$ cat src/rtl/atomic_counter_arbiter.sv
// Round-robin arbiter sharing the two-beat read port of a 64-bit atomic counter.
// Each grant issues an LSB/snapshot beat then an MSB beat and returns a coherent {msb,lsb}.
module atomic_counter_arbiter #(
  parameter int unsigned NUM_REQ     = 4,
  parameter int unsigned DATABUS     = 32,
  parameter int unsigned ACK_TIMEOUT = 15
) (
  input  logic                   clk,
  input  logic                   reset,
  input  logic [NUM_REQ-1:0]     rd_req_i,
  output logic [NUM_REQ-1:0]     rd_done_o,
  output logic [2*DATABUS-1:0]   rd_data_o,
  output logic                   rd_err_o,
  output logic                   busy_o,
  output logic                   ctr_req_o,
  output logic                   ctr_atomic_o,
  input  logic                   ctr_ack_i,
  input  logic [DATABUS-1:0]     ctr_data_i
);

  localparam int unsigned IdxW = $clog2(NUM_REQ);
  localparam int unsigned TmoW = 8;
  localparam logic [TmoW-1:0] TmoLimit = TmoW'(ACK_TIMEOUT);
  localparam logic [IdxW-1:0] LastIdx  = IdxW'(NUM_REQ - 1);

  typedef enum logic [2:0] {
    StIdle,
    StReqLsb,
    StWaitLsb,
    StReqMsb,
    StWaitMsb,
    StDone
  } state_e;

  state_e              r_state, w_state_nxt;
  logic [IdxW-1:0]     r_rr_ptr, w_rr_ptr_nxt;
  logic [IdxW-1:0]     r_gnt_idx, w_gnt_idx_nxt;
  logic [IdxW-1:0]     w_pick;
  logic                w_any;
  logic [DATABUS-1:0]  r_lsb, w_lsb_nxt;
  logic [DATABUS-1:0]  r_msb, w_msb_nxt;
  logic                r_err, w_err_nxt;
  logic [TmoW-1:0]     r_tmo, w_tmo_nxt;

  // First set request at or after the round-robin pointer, wrapping.
  always_comb begin
    int unsigned w_idx;
    w_any  = 1'b0;
    w_pick = '0;
    w_idx  = 0;
    for (int unsigned i = 0; i < NUM_REQ; i++) begin
      w_idx = (32'(r_rr_ptr) + i) % NUM_REQ;
      if (!w_any && rd_req_i[IdxW'(w_idx)]) begin
        w_any  = 1'b1;
        w_pick = IdxW'(w_idx);
      end
    end
  end

  always_ff @(posedge clk) begin
    if (!reset) begin
      r_state   <= StIdle;
      r_rr_ptr  <= '0;
      r_gnt_idx <= '0;
      r_lsb     <= '0;
      r_msb     <= '0;
      r_err     <= 1'b0;
      r_tmo     <= '0;
    end else begin
      r_state   <= w_state_nxt;
      r_rr_ptr  <= w_rr_ptr_nxt;
      r_gnt_idx <= w_gnt_idx_nxt;
      r_lsb     <= w_lsb_nxt;
      r_msb     <= w_msb_nxt;
      r_err     <= w_err_nxt;
      r_tmo     <= w_tmo_nxt;
    end
  end

  always_comb begin
    w_state_nxt   = r_state;
    w_rr_ptr_nxt  = r_rr_ptr;
    w_gnt_idx_nxt = r_gnt_idx;
    w_lsb_nxt     = r_lsb;
    w_msb_nxt     = r_msb;
    w_err_nxt     = r_err;
    w_tmo_nxt     = r_tmo;
    case (r_state)
      StIdle: begin
        if (w_any) begin
          w_gnt_idx_nxt = w_pick;
          w_state_nxt   = StReqLsb;
        end
      end
      StReqLsb: begin
        w_tmo_nxt   = '0;
        w_state_nxt = StWaitLsb;
      end
      StWaitLsb: begin
        if (ctr_ack_i) begin
          w_lsb_nxt   = ctr_data_i;
          w_state_nxt = StReqMsb;
        end else if (r_tmo == TmoLimit) begin
          // Abort skips the MSB beat entirely.
          w_err_nxt   = 1'b1;
          w_state_nxt = StDone;
        end else begin
          w_tmo_nxt = r_tmo + 1'b1;
        end
      end
      StReqMsb: begin
        w_tmo_nxt   = '0;
        w_state_nxt = StWaitMsb;
      end
      StWaitMsb: begin
        if (ctr_ack_i) begin
          w_msb_nxt   = ctr_data_i;
          w_state_nxt = StDone;
        end else if (r_tmo == TmoLimit) begin
          w_err_nxt   = 1'b1;
          w_state_nxt = StDone;
        end else begin
          w_tmo_nxt = r_tmo + 1'b1;
        end
      end
      StDone: begin
        w_rr_ptr_nxt = (r_gnt_idx == LastIdx) ? '0 : r_gnt_idx + 1'b1;
        w_err_nxt    = 1'b0;
        w_state_nxt  = StIdle;
      end
      default: w_state_nxt = StIdle;
    endcase
  end

  always_comb begin
    rd_done_o    = '0;
    rd_data_o    = '0;
    rd_err_o     = 1'b0;
    busy_o       = (r_state != StIdle);
    ctr_req_o    = 1'b0;
    ctr_atomic_o = 1'b0;
    case (r_state)
      StReqLsb: begin
        ctr_req_o    = 1'b1;
        ctr_atomic_o = 1'b1;
      end
      StReqMsb: ctr_req_o = 1'b1;
      StDone: begin
        rd_done_o[r_gnt_idx] = 1'b1;
        rd_err_o             = r_err;
        if (!r_err) rd_data_o = {r_msb, r_lsb};
      end
      default: ;
    endcase
  end

endmodule
$ cat config.mk
export PLATFORM = sky130hd
export DESIGN_NAME = atomic_counter_arbiter
export DESIGN_NICKNAME = d
export VERILOG_FILES = /design/src/rtl/atomic_counter_arbiter.sv
export SDC_FILE = /design/constraint.sdc
export NUM_CORES = 1
export LEC_CHECK = 0
export BUFFER_PORTS_ARGS = -buffer_cell sky130_fd_sc_hd__buf_2
export CAP_MARGIN = 20
export CORE_MARGIN = 2
export CORE_UTILIZATION = 40
export CTS_CLUSTER_DIAMETER = 30
export CTS_CLUSTER_SIZE = 10
export DETAILED_ROUTE_END_ITERATION = 8
export PLACE_DENSITY = 0.72
export RECOVER_POWER = 50
export SLEW_MARGIN = 20
export SYNTH_ARGS = -nofsm -noshare
export SYNTH_HDL_FRONTEND = slang
export SYNTH_SLANG_ARGS = --single-unit
$ cat constraint.sdc
create_clock -name clk -period 2.2 [get_ports clk]
set_clock_uncertainty 0.05 [all_clocks]
set_input_delay 0.33 -clock clk [delete_from_list [all_inputs] [get_ports clk]]
set_output_delay 0.33 -clock clk [all_outputs]
set_load 0.02 [all_outputs]
======== After elaboration in Yosys (flattened, before gate mapping) ========
Cells that the tools add are included.
storage, ports and cells
  word-level logic and storage cells ...... 83
  bits of input ports ..................... 39
  register bits after elaboration ......... 80
operators by class
  add/sub/neg operators ................... 5
  muxes and demuxes ....................... 36
  reductions and logical operators ........ 18
  $lt $le $gt $ge ......................... 6
  eq/ne operators ......................... 11
operator list
  operator             count
  $mux 64              2
  $mux 8               2
  $pmux 8 s2           1
  $lt 2x3->1 const B   5
  $pmux 3 s5           1
  $mux 1               14
  $mux 3               4
  $mux 2               5
  $add 8x1->8 const B  1
  $bmux 1 s2           4
  $eq 8x4->1 const B   1
  $eq 3x2->1 const B   2
  $eq 3x3->1 const B   2
  $ne 2x2->1 const B   3
  $reduce_and 2->1     3
  $reduce_and 3->1     2
  $add 2x1->2 const B  2
  $add 2x2->2 const B  2
  $logic_and 1x1->1    4
  $mux 4               1
  $reduce_bool 2->1    2
  $reduce_or 2->1      2
  $eq 3x1->1 const B   1
  $logic_not 1->1      3
  other kinds (7)      7

======== Logic depth before layout (Yosys ltp) ========
  word-level depth ........................ 14
  gate-level depth with buffers ........... 6
  gate-level depth less buffers ........... 5

======== Least setup slack after synthesis ========
No wires, ideal clock.
  path kind ............................... flip-flop to output port
  start point ............................. register r_state[1]
  end point ............................... output rd_data_o[10]
  buffers on the path ..................... 2
  required time ........................... 1820 ps
  slack ................................... 312 ps
  arrival ................................. 1508 ps
  stages on the path, launching flop included .. 7
  path through ............................ dfxtp_1 -> buf_2 -> and2b_1 -> nand2_1 -> nor2_2 -> clkbuf_1 -> and2_1
between the ends
  word-level cells in the longest chain between the ends .. 2
ends and longest elaborated chain
  what                      RTL line  RTL
  start: declaration        35        state_e r_state, w_state_nxt;
  start signal: assignment  62        r_state <= StIdle;
  start signal: assignment  70        r_state <= w_state_nxt;
  $eq 3x3->1                142       case (r_state)
  $mux 64                   142
  end: declaration          12        output logic [2*DATABUS-1:0] rd_data_o,
No other way between the ends.

======== Final worst setup path ========
  start point ............................. register r_state[1]
  end point ............................... output rd_data_o[35]
Same word-level chain as after synthesis.

==> flow_summary.toml <==
[status]
status = "complete, no violations"

[global_routing]
grt_max_degree = 33
grt_use_total_pct = 19.1
met2_usage_pct = 31.0
grt_pass1_vias = 3276
met3_usage_pct = 3.95
busiest_layer = "met2"
grt_pass1_wl_um = 15300
grt_antenna_before_repair = 0
grt-ovfl-total = 0
use_met1_pct = 25.5

[clock_network]
clock_latency_ns = 0.35
cts_buffer_depth = 2
cts_buffers = 9
hold_buffers = 0
clk_pin_slew_ns = 0.09
cts_tree = "built"
root_buffer = "clkbuf_8"
cts_sinks = 80
htreeDepth = 3

[timing]
period_needed_ns = 2.13
finalSetupTns_ns = 0
fin_crit_sh_pct = 97.0
slew_violations = 0
setup_violations = 0
worst_slew_margin_rel_pct = 67.8
hold_viol = 0
tightest_slew_ns = 0.479
setup_slack_ns = 0.0658
timing.fmax_mhz = 469
rsz0062_at_grt = "false"

[synth]
syn_area_mm2 = 0.00376
syn_area_per_cell_um2 = 8.03
synth_cell_types = 44
syn_nets = 513
synth-async-reset-ratio_pct = 0
syn_inst = 469
synth_edf_count = 0
synth_seq_area_share_pct = 42.5
ys_ff_latch = 80
ys.flop_type = "dfxtp_1"
ys.warnings.count = 0

[detailed_routing]
drtIter0Drc = 128
drtAntennaViolNets = 0
drt_first_pass_iters = 4
drt-total-wl_um = 9740
vias = 3424
post_drt_wl_per_cell_um = 14.1
drc = 0
vias_per_cell = 4.96

[power]
p_clk_share_pct = 40.0
ir_drop_mv = 0.400
pwr_density_cell_mw_per_mm2 = 623
power_frac_seq_pct = 50.4
p_switching_uw = 757
p_int_uw = 2250
combPwrFrac_pct = 9.6
leakage_uw = 0.00205
swShare_pct = 25.2
power_uw = 3010

[die]
die_x_um = 101
dieArea_mm2 = 0.0102
core_area_mm2 = 0.00920
io_pins = 111
die_h_um = 101
core.rowCount = 35
initial_core_util_pct = 40.9

[place]
place_ws_ns = 0.210
place_hpwl_um = 6400
placed_area_mm2 = 0.00443
gp_congestion = 0.804
portBuffers = 110

[critical_path]
reg2reg_depth = 5
required_ns = 1.82
worstPathArrival_ns = 1.75
reg2reg_slack_ns = 0.27
rr_startpoint = "r_state[0]"
endpoint_kind = "primary output"
cp-start-kind = "flip-flop"
startpoint = "r_state[1]"
crit_type = "reg -> out"
crit_end = "rd_data_o[35]"
worstPathMaxFanout = 12
r2r_end = "r_tmo[1]"

[hold_path]
hp-start = "ctr_data_i[27]"
hp-class = "in -> reg"

[finish]
nets = 618
drive_gt1_share_pct = 25.6
layout.cells.most_common = "nand2_1"
mostFrequentLayoutCells = "nand2_1 (141), buf_2 (84), dfxtp_1 (77)"
design_area_mm2 = 0.00483
final_util_pct = 52.5
antenna_cells = 0
syn_to_final_growth_pct = 28.2

[flow_run]
cap_violations = 0
logic make-up after synthesis:
| family | synth area share, % |
|---|---|
| AND/OR/NAND/NOR | 31.8 |
| buffers and inverters | 4.29 |
| multiplexers | 0.831 |
| adder cells (fa/ha/maj) | 1.66 |
| XOR/XNOR | 0.233 |
| flip-flops | 42.5 |
| AO/OA/AOI/OAI | 18.7 |
power groups by stage:
stage | Sequential (uW) | Clock (uW) | Combinational [uW]
2_1_floorplan | 1530 | 0 | 183
3_3_place_gp | 1550 | 0 | 271
3_5_place_dp | 1550 | 0 | 276
4_1_cts | 1520 | 1230 | 287
5_1_grt | 1520 | 1290 | 323
6_report | 1520 | 1200 | 288
flip-flops by register name, summed over array words and instances, names as in the netlist:
| signal | flops |
|---|---|
| r_err | 1 |
| r_gnt_idx | 2 |
| r_lsb | 32 |
| r_msb | 32 |
| r_rr_ptr | 2 |
| r_state | 3 |
| r_tmo | 8 |
critical path, stage by stage, from the launching register on:
cell and delay, ns:
dfxtp_4 0.37, and2b_2 0.25, nand2_4 0.07, nor2_4 0.13, buf_6 0.14, clkbuf_16 0.16, and2_1 0.13, buf_2 0.16
worst min-delay path by stage:
stage | endpoint | slack (ns) | depth (start not counted)
2_1_floorplan | r_lsb[10] | 0.38 | 2
3_3_place_gp | r_lsb[28] | 0.39 | 2
3_5_place_dp | r_lsb[27] | 0.39 | 2
4_1_cts | r_lsb[10] | 0.16 | 3
5_1_grt | r_lsb[27] | 0.17 | 3
6_report | r_lsb[27] | 0.18 | 3
synth_stat cells (2+ instances only):
library cell	number	area (um^2)
nand2b_1	2	12.5
nor3_1	2	10.0
inv_1	9	33.8
a211o_1	3	26.3
nand2_1	142	533
ha_1	5	62.6
mux2i_1	2	20.0
nor2b_1	3	18.8
nand4_1	4	25.0
and3_1	7	43.8
a21boi_0	57	428
nor2_1	3	11.3
or2b_1	2	15.0
buf_2	6	30.0
or3_1	5	31.3
a21boi_1	10	75.1
and2_1	66	413
o21ai_0	6	30.0
nor3b_1	2	15.0
clkbuf_1	25	93.8
o211a_1	2	20.0
dfxtp_1	80	1600
a21oi_1	4	20.0
and2b_1	2	15.0
what timing repair did:
| action | CTS | global route |
|---|---|---|
| pin swaps | 1 | 1 |
| cloned | 1 | 2 |
| resized for setup | 7 | 27 |
| endpoints found under the setup margin | 64 | 49 |
| buffers inserted | 3 | 1 |
per-stage QoR:
step / hold slack, ns / std cells
after floorplan: 0.380 / 469
after global placement: 0.388 / 667
after detailed placement: 0.393 / 667
after CTS: 0.157 / 687
after global routing: 0.168 / 690
final: 0.178 / 690
metal layers:
metal	vias up	share of wire [%]
li1	1742	-
met1	1581	49
met2	90	45
met3	11	5.4
met4	0	1.2
met5	-	0
layout make-up:
type                       count  area, um^2
fill                         893        4370
multi-input combinational    348        2020
sequential                    80        1610
timing repair buffer         126         808
tap                          111         139
clock buffer                  10         128
clock inverter                 6        92.6
inverter                       9        33.8
(Power assumes the default switching activity.)
